`config.mk`:
```
export PLATFORM = sky130hd
export DESIGN_NAME = csa_resolver
export DESIGN_NICKNAME = d
export VERILOG_FILES = /design/src/rtl/csa_resolver.sv
export SDC_FILE = /design/constraint.sdc
export NUM_CORES = 1
export LEC_CHECK = 0
export ABC_AREA = 1
export ABC_CLOCK_PERIOD_IN_PS = 2500
export CAP_MARGIN = 15
export CORE_ASPECT_RATIO = 1.1
export CORE_UTILIZATION = 45
export DETAILED_ROUTE_END_ITERATION = 10
export PLACE_DENSITY = 0.79
export SYNTH_ARGS = -nofsm -noshare
export SYNTH_HDL_FRONTEND = slang
export SYNTH_SLANG_ARGS = --single-unit
```
`constraint.sdc`:
```
create_clock -name clk -period 2.5 [get_ports clk]
set_input_delay 0.375 -clock clk [delete_from_list [all_inputs] [get_ports clk]]
set_output_delay 0.375 -clock clk [all_outputs]
set_load 0.05 [all_outputs]
```
`src/rtl/csa_resolver.sv`:
```
// csa_resolver: converts a carry-save pair (ps, pc) into one binary result
// {carry, s} = ps + (pc << 1). The carry-propagate add is done CHUNK bits per
// cycle over NCH cycles, with valid/ready handshakes on both sides.
module csa_resolver #(
  parameter int unsigned WIDTH = 4,
  parameter int unsigned CHUNK = 2
) (
  input  logic             clk,
  input  logic             rst,
  input  logic [WIDTH-1:0] ps,
  input  logic [WIDTH-1:0] pc,
  input  logic             in_valid,
  output logic             in_ready,
  output logic [WIDTH:0]   s,
  output logic             carry,
  output logic             out_valid,
  input  logic             out_ready
);

  localparam int unsigned EW  = WIDTH + 2;
  localparam int unsigned NCH = (EW + CHUNK - 1) / CHUNK;
  localparam int unsigned PW  = NCH * CHUNK;
  localparam int unsigned IW  = (NCH > 1) ? $clog2(NCH) : 1;

  typedef enum logic [1:0] {
    IDLE = 2'd0,
    ADD  = 2'd1,
    DONE = 2'd2
  } state_e;

  state_e          state_q, state_d;
  logic [PW-1:0]   a_q, a_d;
  logic [PW-1:0]   b_q, b_d;
  logic [PW-1:0]   res_q, res_d;
  logic [IW-1:0]   idx_q, idx_d;
  logic            cy_q, cy_d;
  logic            in_ready_q, in_ready_d;
  logic            out_valid_q, out_valid_d;

  logic [CHUNK-1:0] a_ch;
  logic [CHUNK-1:0] b_ch;
  logic [CHUNK:0]   sum_ch;

  // Select the operand chunk addressed by idx and add it with the carry flop.
  always_comb begin
    a_ch = '0;
    b_ch = '0;
    for (int unsigned c = 0; c < NCH; c++) begin
      if (idx_q == IW'(c)) begin
        a_ch = a_q[c*CHUNK +: CHUNK];
        b_ch = b_q[c*CHUNK +: CHUNK];
      end
    end
    sum_ch = {1'b0, a_ch} + {1'b0, b_ch} + {{CHUNK{1'b0}}, cy_q};
  end

  // Next-state, datapath update and registered-output decode.
  always_comb begin
    state_d = state_q;
    a_d     = a_q;
    b_d     = b_q;
    res_d   = res_q;
    idx_d   = idx_q;
    cy_d    = cy_q;
    case (state_q)
      IDLE: begin
        if (in_valid) begin
          a_d     = PW'(ps);
          b_d     = PW'({pc, 1'b0});
          res_d   = '0;
          idx_d   = '0;
          cy_d    = 1'b0;
          state_d = ADD;
        end
      end
      ADD: begin
        for (int unsigned c = 0; c < NCH; c++) begin
          if (idx_q == IW'(c)) begin
            res_d[c*CHUNK +: CHUNK] = sum_ch[CHUNK-1:0];
          end
        end
        cy_d  = sum_ch[CHUNK];
        idx_d = idx_q + IW'(1);
        if (idx_q == IW'(NCH - 1)) begin
          state_d = DONE;
        end
      end
      DONE: begin
        if (out_ready) begin
          state_d = IDLE;
        end
      end
      default: begin
        state_d = IDLE;
      end
    endcase
    in_ready_d  = (state_d == IDLE);
    out_valid_d = (state_d == DONE);
  end

  // State and datapath registers with synchronous reset.
  always_ff @(posedge clk) begin
    if (rst) begin
      state_q     <= IDLE;
      a_q         <= '0;
      b_q         <= '0;
      res_q       <= '0;
      idx_q       <= '0;
      cy_q        <= 1'b0;
      in_ready_q  <= 1'b1;
      out_valid_q <= 1'b0;
    end else begin
      state_q     <= state_d;
      a_q         <= a_d;
      b_q         <= b_d;
      res_q       <= res_d;
      idx_q       <= idx_d;
      cy_q        <= cy_d;
      in_ready_q  <= in_ready_d;
      out_valid_q <= out_valid_d;
    end
  end

  assign in_ready  = in_ready_q;
  assign out_valid = out_valid_q;
  assign s         = res_q[WIDTH:0];
  assign carry     = res_q[EW-1];

endmodule
```
======== Word-level counts from Yosys, hierarchy flattened ========
Index checks and enable logic that the tools add are counted.
storage, ports and cells
  flip-flop bits (word level) ............. 21
  bits of input ports ..................... 12
  output and inout port bits .............. 8
  word-level logic and storage cells ...... 50
operators by class
  add/sub/neg operators ................... 3
  equality and inequality tests ........... 9
  mux-type cells .......................... 19
  reduce and logical (&&, ||, !) cells .... 9
operators by type and width
  operator                                       count
  two-way mux 2 bit                              13
  one-hot mux 6 bit (2 select lines)             1
  AND reduction 3 bit                            3
  != test 2 bit, second input constant           4
  == test 2 bit, second input constant           3
  logical NOT 2 bit                              3
  two-way mux 6 bit                              1
  one-hot mux 2 bit (3 select lines)             1
  == test 2 x 1 -> 1 bit, second input constant  2
  one-hot mux 2 bit (2 select lines)             1
  AND reduction 2 bit                            2
  adder 2 x 2 -> 3 bit                           1
  adder 3 x 1 -> 3 bit                           1
  adder 2 x 1 -> 2 bit, second input constant    1
  one-hot mux 1 bit (2 select lines)             1
  nonzero test 2 bit                             1
  two-way mux 1 bit                              1

======== Depth between registers and ports, before layout ========
Gate-level depths: netlist (run 1).
  word-level depth ........................ 8
  gate-level depth with buffers ........... 13
  mapped depth without buffers ............ 13

======== Worst setup path before layout (run 1) ========
OpenSTA, ideal clock, no wires.
  kind .................................... flip-flop to flip-flop
  start ................................... reg idx_q[0]
  end ..................................... reg res_q[1]
  setup time .............................. 0.064 ns
  arrival ................................. 2.080 ns
  required time ........................... 2.436 ns
  setup slack ............................. 0.356 ns
  cell stages (with the launch flop) ...... 13
  path buffers ............................ 0
  clock period less this slack ............ 2.144 ns
  cell sequence ........................... dfxtp_1 -> inv_1 -> ha_1 -> nor2_1 -> a22o_1 -> fa_1 -> inv_1 -> fa_1 -> inv_1 -> nand3_1 -> nand3_1 -> nand2_1 -> nor2_1
between the ends
  word-level cells in the longest chain between the ends .. 8
  elaborated cells between the ends (all ways) .. 15
  classes of those cells .................. add/sub: 2; eq/ne: 3; mux: 8; reduce/logical: 2
ends and longest elaborated chain
  what                                line    RTL
  start, declared                     35      logic [IW-1:0] idx_q, idx_d;
  start signal, assigned              117     idx_q <= idx_d;
  logical NOT 2 bit                   49, 78
  two-way mux 2 bit (3 in a row)      49      if (idx_q == IW'(c)) begin
  adder 2 x 2 -> 3 bit                54      sum_ch = {1'b0, a_ch} + {1'b0, b_ch} + {{CHUNK{1'b0}}, cy_q};
  adder 3 x 1 -> 3 bit                54
  two-way mux 2 bit                   78      if (idx_q == IW'(c)) begin
  one-hot mux 6 bit (2 select lines)  65      case (state_q)
  end signal, assigned                116     res_q <= res_d;
  end, declared                       34      logic [PW-1:0] res_q, res_d;
Parallel ways exist; a longest one is shown, timed or not. The select of a mux whose other input is x is not followed.
A chain may end at the register's enable or synchronous reset.

======== Final worst setup path (run 1) ========
  start ................................... reg idx_q[1]
  end ..................................... reg res_q[1]
The elaborated chain is that of the path after synthesis.

==> results_dict.tcl, run 1 <==
set metrics [dict create \
    ys.flop_type "dfxtp_1" \
    start_kind "flip-flop" \
    holdPathStages 1 \
    io_buffers 19 \
    max_cap_violations 0 \
    critical_path_class "flip-flop to flip-flop" \
    worstPathMaxFanout 4 \
    grt_overflow 0 \
    synth-seq-cells 21 \
    reg2reg_depth 13 \
    power-per-cell-area_mw_per_mm2 586 \
    status "finished, final reports clean" \
    grt_pass1_vias 821 \
    synth_area_leaders "dfxtp_1 (43%), nor2_1 (9.9%), nand2_1 (7.6%), a21oi_1 (5.6%), o21ai_0 (5.6%)" \
    finalSetupTns_ns 0 \
    dp_hpwl_mm 1.50 \
    worst_pin_slew_ns 0.506 \
    grt_max_degree 17 \
    design_area_mm2 0.00122 \
    fmax_mhz 430 \
    rr_startpoint "idx_q[1]" \
    yosysSeqAreaShare_pct 42.7 \
    h-tree-depth 1 \
    routed_wl_mm 1.97 \
    avgSynthCellArea_um2 7.62 \
    layout-drive-gt1-share_pct 9.40 \
    rsz0062_at_grt "false" \
    drt_iter0_markers 17 \
    synthDominantCellAreaShare_pct 42.7 \
    min_to "idx_q[0]" \
    root_buffer "clkbuf_4" \
    min_from "idx_q[0]" \
    antenna_cells 0 \
    clock-sinks 21 \
    synth_edf_count 0 \
    worst_slack_ns 0.174 \
    coreArea_mm2 0.00204 \
    gp_congestion 0.800 \
    rows 17 \
    drc 0 \
    clk_pin_slew_worst_paths_ns 0.12 \
    fin_util_pct 60.0 \
    cts.path.max_buffers 2 \
    insertion_delay_ns 0.31 \
    holdBufCountCts 0 \
    reg2reg_slack_ns 0.17 \
    fin_nets 167 \
    vias 880 \
    max_slew_margin_pct 66.2 \
    netlist_top_cells_count "nor2_1 (26), dfxtp_1 (21), nand2_1 (20), inv_1 (12)" \
    synth_most_common_cell "nor2_1" \
    pin_count 20 \
    vdd_drop_max_mv 0.428 \
    hold_viol 0 \
    cts_buffers 3 \
    synth_cells 129 \
    end_kind "flip-flop" \
    final_max_slew_viol_count 0 \
    synth_top_area_cell "dfxtp_1" \
    grt_pass1_wl_mm 3.39 \
    hold_class "flip-flop to flip-flop" \
    netlist_area_um2 983 \
    cts_tree "yes" \
    fp.dieH_um 51.0 \
    dp_slack_ns 0.154 \
    wire_per_inst_um 11.1 \
    area_growth_pct 24.6 \
    die_x_um 46.6 \
    die_area_mm2 0.00238 \
    viasPerCell 4.97 \
    place_area_mm2 0.00118 \
    ant_nets 0 \
    leakagePower_nw 0.525 \
    grt_antenna_before_repair 0 \
    rr_endpoint "res_q[1]" \
    worstPathRequired_ns 2.75 \
    setup_violations 0 \
    arrival_ns 2.57 \
    grt.total_usage_pct 19.9 \
    start_util_pct 48.2 \
    async_flop_share_pct 0 \
    first_pass_iters 4 \
    period_share_pct 93.0 \
    layout_min_cycle_time_ns 2.33 \
    yosysWarnings 0 \
    yosysUniqueCellTypes 21 \
    finClkSkew_ns 0.0140 \
    syn-num-nets 146 \
]
==> layout make-up <==
| class | count | area (µm²) |
|---|---|---|
| well taps | 28 | 35.0 |
| inverters | 13 | 48.8 |
| fillers | 181 | 817 |
| repair buffers | 19 | 190 |
| clock buffers | 4 | 26.3 |
| flip-flops and latches | 21 | 423 |
| multi-input cells | 92 | 502 |
==> placed cells by master (no fill, tap or decap), types with 2 or more instances in the layout <==
| master | count |
|---|---|
| a21oi_1 | 11 |
| clkbuf_4 | 3 |
| clkdlybuf4s50_1 | 19 |
| dfxtp_1 | 19 |
| dfxtp_2 | 2 |
| fa_1 | 2 |
| inv_1 | 12 |
| nand2_1 | 20 |
| nand2_2 | 3 |
| nand3_1 | 7 |
| nor2_1 | 26 |
| nor3_1 | 2 |
| o21ai_0 | 11 |
==> state kept, by name (all words and copies together), names as in the netlist <==
name	flops
res_q	6
state_q	2
idx_q	2
in_ready	1
a_q	4
out_valid	1
b_q	4
cy_q	1
==> where the power goes <==
part / internal (mW) / switching, mW
clock: 0.0624 / 0.103
combinational: 0.0698 / 0.105
sequential: 0.360 / 0.0175
==> cells by family (layout without fill, tap and decap cells) <==
group,count (synthesis),in the layout,synth area share [%]
AO/OA/AOI/OAI,24,24,12.8
adder cells (fa/ha/maj),5,5,7.89
buffers and inverters,16,36,7.76
flip-flops,21,21,42.7
AND/OR/NAND/NOR,63,63,28.8
==> per-layer routing <==
layer,part of all wire (%),GRT usage [%],routed length [µm]
met5,0,0,0
met2,51,33.6,1010
met1,43,23.5,846
met3,4.2,3.53,82
met4,1.6,8.82,31
==> worst max path at each step <==
stage	from	end	slack, ns
after floorplan	idx_q[0]	res_q[1]	0.36
after global placement	idx_q[0]	res_q[3]	0.21
after detailed placement	idx_q[0]	res_q[3]	0.15
after CTS	idx_q[0]	res_q[3]	0.12
after global routing	idx_q[1]	res_q[1]	0.01
final	idx_q[1]	res_q[1]	0.17
==> critical path: stages, from the launching register on <==
cell and delay [ns]:
dfxtp_2 0.38, inv_1 0.07, ha_2 0.20, inv_1 0.09
nor2_1 0.06, a22o_1 0.19, fa_1 0.35, inv_1 0.08
fa_1 0.40, inv_1 0.07, nand3_1 0.11, nand3_1 0.11
nand2_1 0.05, nor2_1 0.09
==> metrics by stage <==
step,power (mW),hold WS [ns],instances
detailed placement,0.558,0.472,173
CTS,0.717,0.498,177
global placement,0.551,0.465,173
finish,0.718,0.471,177
floorplan,0.504,0.444,129
global route,0.760,0.506,177
==> what timing repair did <==
action	4_1_cts	5_1_grt
gates resized for setup	0	5
endpoints found under the setup margin	0	3
setup buffers	0	0
Note: power is estimated with default switching activity, not from simulation.
==> run 2, diff against run 1 <==
Settings changed: CORE_MARGIN set to 3.
==> results_dict.tcl, run 2 (same netlist as run 1, synthesis figures left out) <==
set metrics [dict create \
    status "finished, final reports clean" \
    comb_power_share_pct 24.4 \
    finClkSkew_ns 0.0104 \
    final_max_slew_viol_count 0 \
    root_buffer "clkbuf_4" \
    first_pass_iters 4 \
    grt_antenna_before_repair 0 \
    rows 17 \
    start_util_pct 48.2 \
    seqPwrFrac_pct 52.5 \
    nFillCells 205 \
    viasPerCell 4.85 \
    switchingPower_mw 0.227 \
    layout_commonest_cell "nor2_1" \
    vias 858 \
    hold_viol 0 \
    power-per-cell-area_mw_per_mm2 582 \
    gp_congestion 0.826 \
    max_cap_violations 0 \
    period_share_pct 90.8 \
    ant_nets 0 \
    critical_path_class "flip-flop to flip-flop" \
    worstPathMaxFanout 4 \
    dp_hpwl_mm 1.44 \
    end_kind "flip-flop" \
    finalSetupTns_ns 0 \
    insertion_delay_ns 0.31 \
    grt_pass1_vias 790 \
    largest_register "res_q" \
    place_area_mm2 0.00118 \
    cts_tree "yes" \
    clk_pin_slew_worst_paths_ns 0.12 \
    wire_per_inst_um 10.8 \
    fin_util_pct 60.2 \
    layout_common_cells "nor2_1 (26), nand2_1 (20), dfxtp_1 (19), clkdlybuf4s50_1 (19)" \
    max_slew_margin_pct 66.4 \
    drc 0 \
    clkPwrFrac_pct 23.1 \
    h-tree-depth 1 \
    drt_iter0_markers 14 \
    reg_top3 "res_q: 6 flops, a_q: 4 flops, b_q: 4 flops" \
    die_area_mm2 0.00278 \
    setup_violations 0 \
    worstPathRequired_ns 2.76 \
    grt_overflow 0 \
    vdd_drop_max_mv 0.372 \
    cts.path.max_buffers 2 \
    fmax_mhz 440 \
    die_x_um 50.6 \
    leakagePower_nw 0.528 \
    fin_nets 167 \
    largest_reg_flops 6 \
    start_kind "flip-flop" \
    reg2reg_slack_ns 0.23 \
    routed_wl_mm 1.92 \
    arrival_ns 2.53 \
    clock-sinks 21 \
    pin_count 20 \
    fp.dieH_um 55.0 \
    grt.total_usage_pct 15.1 \
    grt_max_degree 17 \
    layout_min_cycle_time_ns 2.27 \
    p_int_mw 0.489 \
    layout-drive-gt1-share_pct 10.7 \
    io_buffers 19 \
    rsz0062_at_grt "false" \
    hold_class "flip-flop to flip-flop" \
    area_growth_pct 24.9 \
    cts_buffers 3 \
    worst_pin_slew_ns 0.503 \
    switching_share_pct 31.7 \
    coreArea_mm2 0.00204 \
    design_area_mm2 0.00123 \
    antenna_cells 0 \
    grt_pass1_wl_mm 3.15 \
]
==> run 2: cell count changes in the layout (fill, tap and decap cells not counted), sizes merged <==
cell and delta:
clkbuf -1, clkinv +1
==> run 2: path summary, 6_finish.rpt <==
check	startpoint	to	cells after the start
setup / recovery	idx_q[1]	res_q[3]	13
hold reg to reg	idx_q[0]	idx_q[0]	1
setup reg to reg	idx_q[1]	res_q[3]	13
hold / removal	idx_q[0]	idx_q[0]	1
==> run 2: power groups by stage <==
stage,clock network [mW],registers [mW],logic (mW)
final,0.165,0.376,0.175
after global routing,0.175,0.380,0.195
after CTS,0.169,0.376,0.173
after detailed placement,0,0.384,0.173
after global placement,0,0.383,0.169
after floorplan,0,0.414,0.0905
==> run 2: final cells by class <==
| class | instances | area, µm² | area share, % |
|---|---|---|---|
| sequential | 21 | 425 | 34.6 |
| clock buffer | 3 | 22.5 | 1.83 |
| multi-input combinational | 92 | 502 | 40.8 |
| clock inverter | 1 | 5.00 | 0.407 |
| inverter | 13 | 48.8 | 3.97 |
| tap | 28 | 35.0 | 2.85 |
| timing repair buffer | 19 | 190 | 15.5 |
==> run 2: timing repair <==
item | CTS | global route
endpoints found under the setup margin | 0 | 3
hold buffers | 0 | 0
resized for setup | 0 | 7
buffers inserted | 0 | 0
==> run 2: layer usage <==
metal	routed length, µm	share of wire [%]	track usage [%]
met5	0	0	0
met4	40	2.1	8.07
met3	89	4.6	2.95
met2	960	50	28.0
met1	826	43	16.4
==> run 2: worst max-delay path, cell delays in order, from the launching register on <==
cell     delay (ns)
dfxtp_4        0.38
inv_1          0.06
ha_2           0.19
inv_2          0.07
nor2_1         0.06
a22o_1         0.19
fa_1           0.36
inv_1          0.07
fa_1           0.40
inv_1          0.07
nand3_1        0.12
nand3_1        0.12
nand2_1        0.05
nor2_1         0.09
==> run 2: stage by stage <==
step	worst slack (ns)	hold slack [ns]	instances	total power, mW
6_report	0.229	0.469	177	0.716
5_1_grt	0.0223	0.488	177	0.751
4_1_cts	0.0937	0.499	177	0.718
3_5_place_dp	0.108	0.473	173	0.557
3_3_place_gp	0.216	0.464	173	0.552
2_1_floorplan	0.356	0.444	129	0.504
